[config.mk]
export PLATFORM = sky130hd
export DESIGN_NAME = ff_addsub
export DESIGN_NICKNAME = d
export VERILOG_FILES = /design/src/rtl/ff_pkg.sv /design/src/rtl/ff_limb_addsub.sv /design/src/rtl/ff_addsub.sv
export SDC_FILE = /design/constraint.sdc
export NUM_CORES = 2
export LEC_CHECK = 0
export CAP_MARGIN = 30
export CORE_ASPECT_RATIO = 0.5
export CORE_MARGIN = 2
export CORE_UTILIZATION = 34
export DETAILED_ROUTE_END_ITERATION = 7
export PLACE_DENSITY = 0.6
export SETUP_SLACK_MARGIN = 0.02
export SYNTH_ARGS = -nofsm -noshare
export SYNTH_HDL_FRONTEND = slang
export SYNTH_SLANG_ARGS = --single-unit
[constraint.sdc]
create_clock -name clk -period 19.91 [get_ports clk]
set_clock_uncertainty 0.2 [all_clocks]
set_input_delay 2.9865 -clock clk [delete_from_list [all_inputs] [get_ports clk]]
set_output_delay 2.9865 -clock clk [all_outputs]
set_load 0.03 [all_outputs]
[src/rtl/ff_pkg.sv]
// Shared definitions for the modular add/subtract unit: curve25519 modulus,
// mode encoding, controller state type and limb-count helper.
package ff_pkg;

    localparam logic [254:0] P25519   = {{247{1'b1}}, 8'b1110_1101};
    localparam logic         MODE_SUB = 1'b0;
    localparam logic         MODE_ADD = 1'b1;

    typedef enum logic [1:0] {
        ST_IDLE = 2'd0,
        ST_RUN  = 2'd1,
        ST_FIX  = 2'd2,
        ST_DONE = 2'd3
    } state_t;

    // Limbs needed to hold W+1 bits, so an add never loses its carry.
    function automatic int calc_nl(input int w, input int lw);
        return (w + lw) / lw;
    endfunction

endpackage

[src/rtl/ff_limb_addsub.sv]
// One LW-bit limb of an add/subtract chain; cout is the carry (add) or the
// borrow (subtract) passed on to the next limb.
module ff_limb_addsub
    import ff_pkg::*;
#(
    parameter int LW = 64
) (
    input  logic [LW-1:0] a,
    input  logic [LW-1:0] b,
    input  logic          cin,
    input  logic          mode,
    output logic [LW-1:0] sum,
    output logic          cout
);

    logic [LW:0] res_s;

    // Bit LW of the widened difference is set exactly when it went negative
    always_comb begin
        res_s = {(LW+1){1'b0}};
        if (mode == MODE_ADD) begin
            res_s = {1'b0, a} + {1'b0, b} + {{LW{1'b0}}, cin};
        end else begin
            res_s = {1'b0, a} - {1'b0, b} - {{LW{1'b0}}, cin};
        end
    end

    assign sum  = res_s[LW-1:0];
    assign cout = res_s[LW];

endmodule

[src/rtl/ff_addsub.sv]
// Limb-serial modular add/subtract (a +/- b mod P), one limb per cycle.
// Optional FF_ADDSUB_RANGE_CHECK_EN adds an err output flagging non-canonical operands.
module ff_addsub
    import ff_pkg::*;
#(
    parameter int           W  = 255,
    parameter int           LW = 64,
    parameter logic [W-1:0] P  = W'(P25519)
) (
    input  logic         clk,
    input  logic         rst,
    input  logic         start,
    input  logic         mode,
    input  logic [W-1:0] a_i,
    input  logic [W-1:0] b_i,
    output logic [W-1:0] out,
    output logic         done,
    output logic         busy
`ifdef FF_ADDSUB_RANGE_CHECK_EN
    ,
    output logic         err
`endif
);

    localparam int                    NL      = calc_nl(W, LW);
    localparam int                    DW      = NL * LW;
    localparam int                    IW      = (NL > 1) ? $clog2(NL) : 1;
    localparam logic [IW-1:0]         LAST_I  = IW'(NL - 1);
    localparam logic [IW-1:0]         ONE_I   = IW'(1);
    localparam logic [NL-1:0][LW-1:0] P_LIMBS = DW'(P);

    state_t                  state_r, state_nx_s;
    logic [NL-1:0][LW-1:0]   a_r, b_r, raw_r, corr_r;
    logic                    mode_r, c1_r, c2_r, sel_corr_r;
    logic [IW-1:0]           k_r, idx2_s;
    logic [LW-1:0]           s1_sum_s, s2_sum_s;
    logic                    s1_cout_s, s2_cout_s;
    logic [W-1:0]            out_r;
    logic                    done_r, busy_r;

    // Stage 1: A +/- B, limb k
    ff_limb_addsub #(.LW(LW)) u_stage1 (
        .a    (a_r[k_r]),
        .b    (b_r[k_r]),
        .cin  (c1_r),
        .mode (mode_r),
        .sum  (s1_sum_s),
        .cout (s1_cout_s)
    );

    // Stage 2 applies the opposite operation with P, one limb behind stage 1
    ff_limb_addsub #(.LW(LW)) u_stage2 (
        .a    (raw_r[idx2_s]),
        .b    (P_LIMBS[idx2_s]),
        .cin  (c2_r),
        .mode (~mode_r),
        .sum  (s2_sum_s),
        .cout (s2_cout_s)
    );

    // Stage-2 limb index: trails the counter, pinned to the top limb in FIX
    always_comb begin
        idx2_s = k_r - ONE_I;
        if (state_r == ST_FIX) begin
            idx2_s = LAST_I;
        end else begin
            idx2_s = k_r - ONE_I;
        end
    end

    // Controller next-state
    always_comb begin
        state_nx_s = state_r;
        case (state_r)
            ST_IDLE: begin
                if (start) begin
                    state_nx_s = ST_RUN;
                end else begin
                    state_nx_s = ST_IDLE;
                end
            end
            ST_RUN: begin
                if (k_r == LAST_I) begin
                    state_nx_s = ST_FIX;
                end else begin
                    state_nx_s = ST_RUN;
                end
            end
            ST_FIX:  state_nx_s = ST_DONE;
            ST_DONE: state_nx_s = ST_IDLE;
            default: state_nx_s = ST_IDLE;
        endcase
    end

    // State, operand latch, limb pipeline and result registers
    always_ff @(posedge clk) begin
        if (rst) begin
            state_r    <= ST_IDLE;
            a_r        <= {DW{1'b0}};
            b_r        <= {DW{1'b0}};
            raw_r      <= {DW{1'b0}};
            corr_r     <= {DW{1'b0}};
            mode_r     <= 1'b0;
            c1_r       <= 1'b0;
            c2_r       <= 1'b0;
            sel_corr_r <= 1'b0;
            k_r        <= {IW{1'b0}};
            out_r      <= {W{1'b0}};
            done_r     <= 1'b0;
            busy_r     <= 1'b0;
        end else begin
            state_r <= state_nx_s;
            done_r  <= 1'b0;
            case (state_r)
                ST_IDLE: begin
                    if (start) begin
                        a_r    <= {{(DW-W){1'b0}}, a_i};
                        b_r    <= {{(DW-W){1'b0}}, b_i};
                        mode_r <= mode;
                        c1_r   <= 1'b0;
                        c2_r   <= 1'b0;
                        k_r    <= {IW{1'b0}};
                        busy_r <= 1'b1;
                    end
                end
                ST_RUN: begin
                    raw_r[k_r] <= s1_sum_s;
                    c1_r       <= s1_cout_s;
                    k_r        <= k_r + ONE_I;
                    if (k_r != {IW{1'b0}}) begin
                        corr_r[idx2_s] <= s2_sum_s;
                        c2_r           <= s2_cout_s;
                    end
                end
                ST_FIX: begin
                    corr_r[idx2_s] <= s2_sum_s;
                    c2_r           <= s2_cout_s;
                    // Sub: fix up when A<B; add: take raw-P unless it borrowed
                    sel_corr_r     <= (mode_r == MODE_ADD) ? ~s2_cout_s : c1_r;
                end
                ST_DONE: begin
                    out_r  <= sel_corr_r ? W'(corr_r) : W'(raw_r);
                    done_r <= 1'b1;
                    busy_r <= 1'b0;
                end
                default: begin
                    busy_r <= 1'b0;
                end
            endcase
        end
    end

    assign out  = out_r;
    assign done = done_r;
    assign busy = busy_r;

`ifdef FF_ADDSUB_RANGE_CHECK_EN
    logic err_r;

    // Non-canonical operand flag, updated together with the result
    always_ff @(posedge clk) begin
        if (rst) begin
            err_r <= 1'b0;
        end else if (state_r == ST_DONE) begin
            err_r <= (a_r >= P_LIMBS) || (b_r >= P_LIMBS);
        end
    end

    assign err = err_r;
`endif

endmodule

==> summary.txt <==
Logic synthesis
  • Fraction of registers with async set/reset: 0%
  • Syn avg cell area: 8.148 um2
  • Synth Warn #: 0
  • Post-synth top flop: dfxtp_1
  • Post-Synthesis Cell Area: 66310 um2
  • Number of synthesized flops with an enable pin: 0
  • Synth Instances: 8138
  • Sequential-to-total area share from yosys stat: 38.82%
  • Distinct cells, synth: 91
  • Yosys reg bits: 1286
  • Synth Net Count: 8983

Global route
  • Total GRT Usage: 24.46%
  • Initial antenna violation count: 45
  • First-pass GRT wire length: 371600 um
  • Vias in the first global route: 56034
  • Pin count of the biggest net entering global routing: 222
  • Total global routing overflow: 0

Placed design
  • Post-detail-place hpwl: 189000 um
  • Placer Congestion: 0.9423
  • I/O Buffers: 770

Status
  • Failing checks: design-rule violations
  • Status: complete, but fails checks

Power and ir drop
  • P_leak: 0.02877 uW
  • Maximum VDD drop: 72.51 uV
  • Total power: 7332 uW
  • Pwr per Cell Area: 91.16 nW/um2

Layout
  • Area delta synth->final: 21.29%
  • # nets final: 9394
  • Fillers: 19587
  • Share of cells above drive strength 1: 5.780%

CTS
  • Maximum buffer depth of the clock tree: 3
  • Clock Sinks: 1286
  • CTS tree: built
  • H-tree level count: 3
  • CTS buffer count: 119
  • Clk_lat worst skew: 770 ps
  • CTS Hold Buffers Added: 0
  • Post-CTS Resized: 0
  • Worst-path clk slew: 70 ps
  • Post-CTS Setup Bufs: 0
  • CTS root buf: clkbuf_16

Routing
  • Post-route ant nets: 0
  • DR DRC count: 20
  • Vias post-DR: 60611
  • Post-Route WL: 255600 um
  • DR WL/cell: 22.63 um
  • First drt pass iteration count: 8
  • DRT iter0 DRCs: 6176
  • Vias per cell: 5.368

STA
  • Final Hold Viols: 0
  • Final Max Tran Viols: 0
  • Final setup viols: 0
  • Headroom to the max-slew limit: 24.40%
  • Final min period: 7887 ps
  • Ratio of final minimum period to clock period: 39.62%
  • RSZ-0062 raised after global routing: false
  • Worst-margin pin slew: 1134 ps
  • Setup TNS: 0 ps
  • Fmax: 0.1268 GHz

Flow run
  • Max-cap check violation count: 0

Setup path
  • Type of element capturing the critical path: flop
  • Crit path kind: flop to flop
  • Worst Path Required: 20410 ps
  • Crit Path Max Fanout: 34
  • Delay-heaviest family, CP: simple AND/OR/NAND/NOR gates
  • Slowest stage delay, CP: 780 ps
  • Startpoint Class: flop
  • Worst path cell trace: inv_1 -> ha_1 -> nor2_1 -> nor2_4 -> inv_2 -> buf_4 -> a22o_1 -> or2_2 -> fa_1 -> nand2b_1 -> a21oi_1 -> nand4b_1 -> nor2_1 -> and4_1 -> nand2_1 -> nor3_1 -> nand4_1 -> xnor2_1 -> a22oi_1 -> a21oi_1
  • CP Buf/Inv Count: 3
  • Critical-path top delay cell: nor3_1
  • Critical path arrival: 8380 ps

Die
  • Die W: 628.5 um
  • Rows: 114
  • Boundary Pins: 771
  • Core area: 193600 um2
  • Starting Density: 34.26%
  • Die height: 316.3 um
  • Die area: 198800 um2

Hold path
  • Min-delay worst type: flop to flop
layer usage:
layer | track usage (%) | share of wire (%) | vias to the layer above
li1 | - | - | 29318
met1 | 34.69 | 46 | 29146
met2 | 38.46 | 45 | 1828
met3 | 3.588 | 6.6 | 311
met4 | 7.310 | 2.7 | 8
met5 | 0 | 0.023 | -
flip-flops by register name (all words and copies together), names as in the netlist, 2 cells and up:
| name | count |
|---|---|
| out | 255 |
| b_r | 255 |
| state_r | 2 |
| k_r | 2 |
| a_r | 255 |
| raw_r | 256 |
| corr_r | 255 |
cell families after synthesis:
| kind of cell | after synthesis | share of synthesized area, % |
|---|---|---|
| AO/OA/AOI/OAI | 2235 | 21.34 |
| XOR/XNOR | 219 | 2.893 |
| adder cells (fa/ha/maj) | 331 | 6.336 |
| buffers and inverters | 933 | 5.287 |
| flip-flops | 1286 | 38.82 |
| multiplexers | 405 | 8.499 |
| AND/OR/NAND/NOR | 2729 | 16.82 |
cell usage in the layout, fill, tap and decap left out, types with 20 or more instances in the layout:
cell type / instances
o31ai_1: 43
nor4_1: 38
inv_1: 341
diode_2: 31
dfxtp_1: 1282
buf_4: 88
o21ai_0: 182
nor2_1: 893
nand2b_1: 22
nand2_1: 1408
a21oi_1: 965
clkbuf_16: 121
o21bai_1: 52
clkbuf_1: 21
and3_1: 20
a211oi_1: 505
ha_1: 322
nor3_1: 106
o21ai_1: 38
nand4_1: 47
nor2b_1: 36
o211ai_1: 23
clkinv_2: 20
a21o_1: 68
xor2_1: 31
mux4_2: 126
clkbuf_8: 29
a22o_1: 53
xnor2_1: 188
o22ai_1: 31
nand3_1: 76
a221oi_1: 69
clkdlybuf4s50_1: 769
a31oi_1: 27
mux2i_1: 275
layout make-up:
cell class	instances	area, um2	area share, %
Sequential cell	1286	25760	32.03
Timing Repair Buffer	873	8653	10.76
Antenna cell	31	77.57	0.09645
Clock inverter	52	709.4	0.8821
Multi-Input combinational cell	5919	37140	46.18
Clock buffer	171	3506	4.359
Inverter	350	1315	1.635
Tap cell	2610	3266	4.060
where the power goes:
part / total [uW] / internal (uW) / switching, uW
Combinational: 2060 / 710 / 1350
Sequential: 2770 / 2690 / 80.3
Clock: 2500 / 1400 / 1100
metrics by stage:
step | cell area [um2] | hold slack, ps | util (%) | worst slack [ps] | cells
finish | 80430 | 250.1 | 41.55 | 12020 | 11292
global route | 80420 | 265.9 | 41.55 | 11520 | 11287
CTS | 80300 | 251.9 | 41.48 | 12130 | 11259
detailed placement | 76080 | 243.1 | 39.31 | 12000 | 11036
global placement | 75900 | 237.1 | 39.21 | 12000 | 11019
floorplan | 66310 | 231.5 | - | 13120 | 8138
cell usage after synthesis (all sizes together), types with 9 or more instances:
master	number	area share (%)
o311ai	14	0.21
nand3	76	0.57
a21oi	972	7.4
nand4	47	0.44
o31a	12	0.16
clkbuf	487	2.8
and2	21	0.20
mux2i	275	4.2
a22oi	16	0.18
nor2b	36	0.34
nand2b	22	0.21
a22o	53	0.70
o21a	15	0.17
ha	323	6.1
nor4	39	0.38
nor2	899	5.1
nor3	106	0.80
a2111oi	9	0.14
xnor2	188	2.5
a221oi	69	0.91
a21o	68	0.77
dfxtp	1286	39
a41oi	9	0.12
a211oi	506	5.7
o22ai	31	0.29
mux4	126	4.3
nand2	1410	8.0
a31oi	28	0.27
or3	19	0.19
xor2	31	0.41
inv	347	2.0
a21boi	15	0.17
o21ai	222	1.7
a311oi	15	0.21
o21bai	52	0.59
and3	20	0.19
o31ai	43	0.49
buf	96	0.55
o211ai	24	0.28
worst min-delay path, delay by kind of cell, from the launching register on:
family           cells  cell delay (ps)
AO/OA/AOI/OAI        1               50
flip-flops           1              310
AND/OR/NAND/NOR      1               50
final timing paths:
| kind | slack [ps] | from | end | cells after the start |
|---|---|---|---|---|
| setup / recovery | 12020 | k_r[0] | corr_r[190] | 20 |
| hold / removal | 250 | b_r[244] | b_r[244] | 2 |
| setup reg to reg | 12020 | k_r[0] | corr_r[190] | 20 |
| hold reg to reg | 250 | b_r[244] | b_r[244] | 2 |
Note: power is estimated with default switching activity, not from simulation.
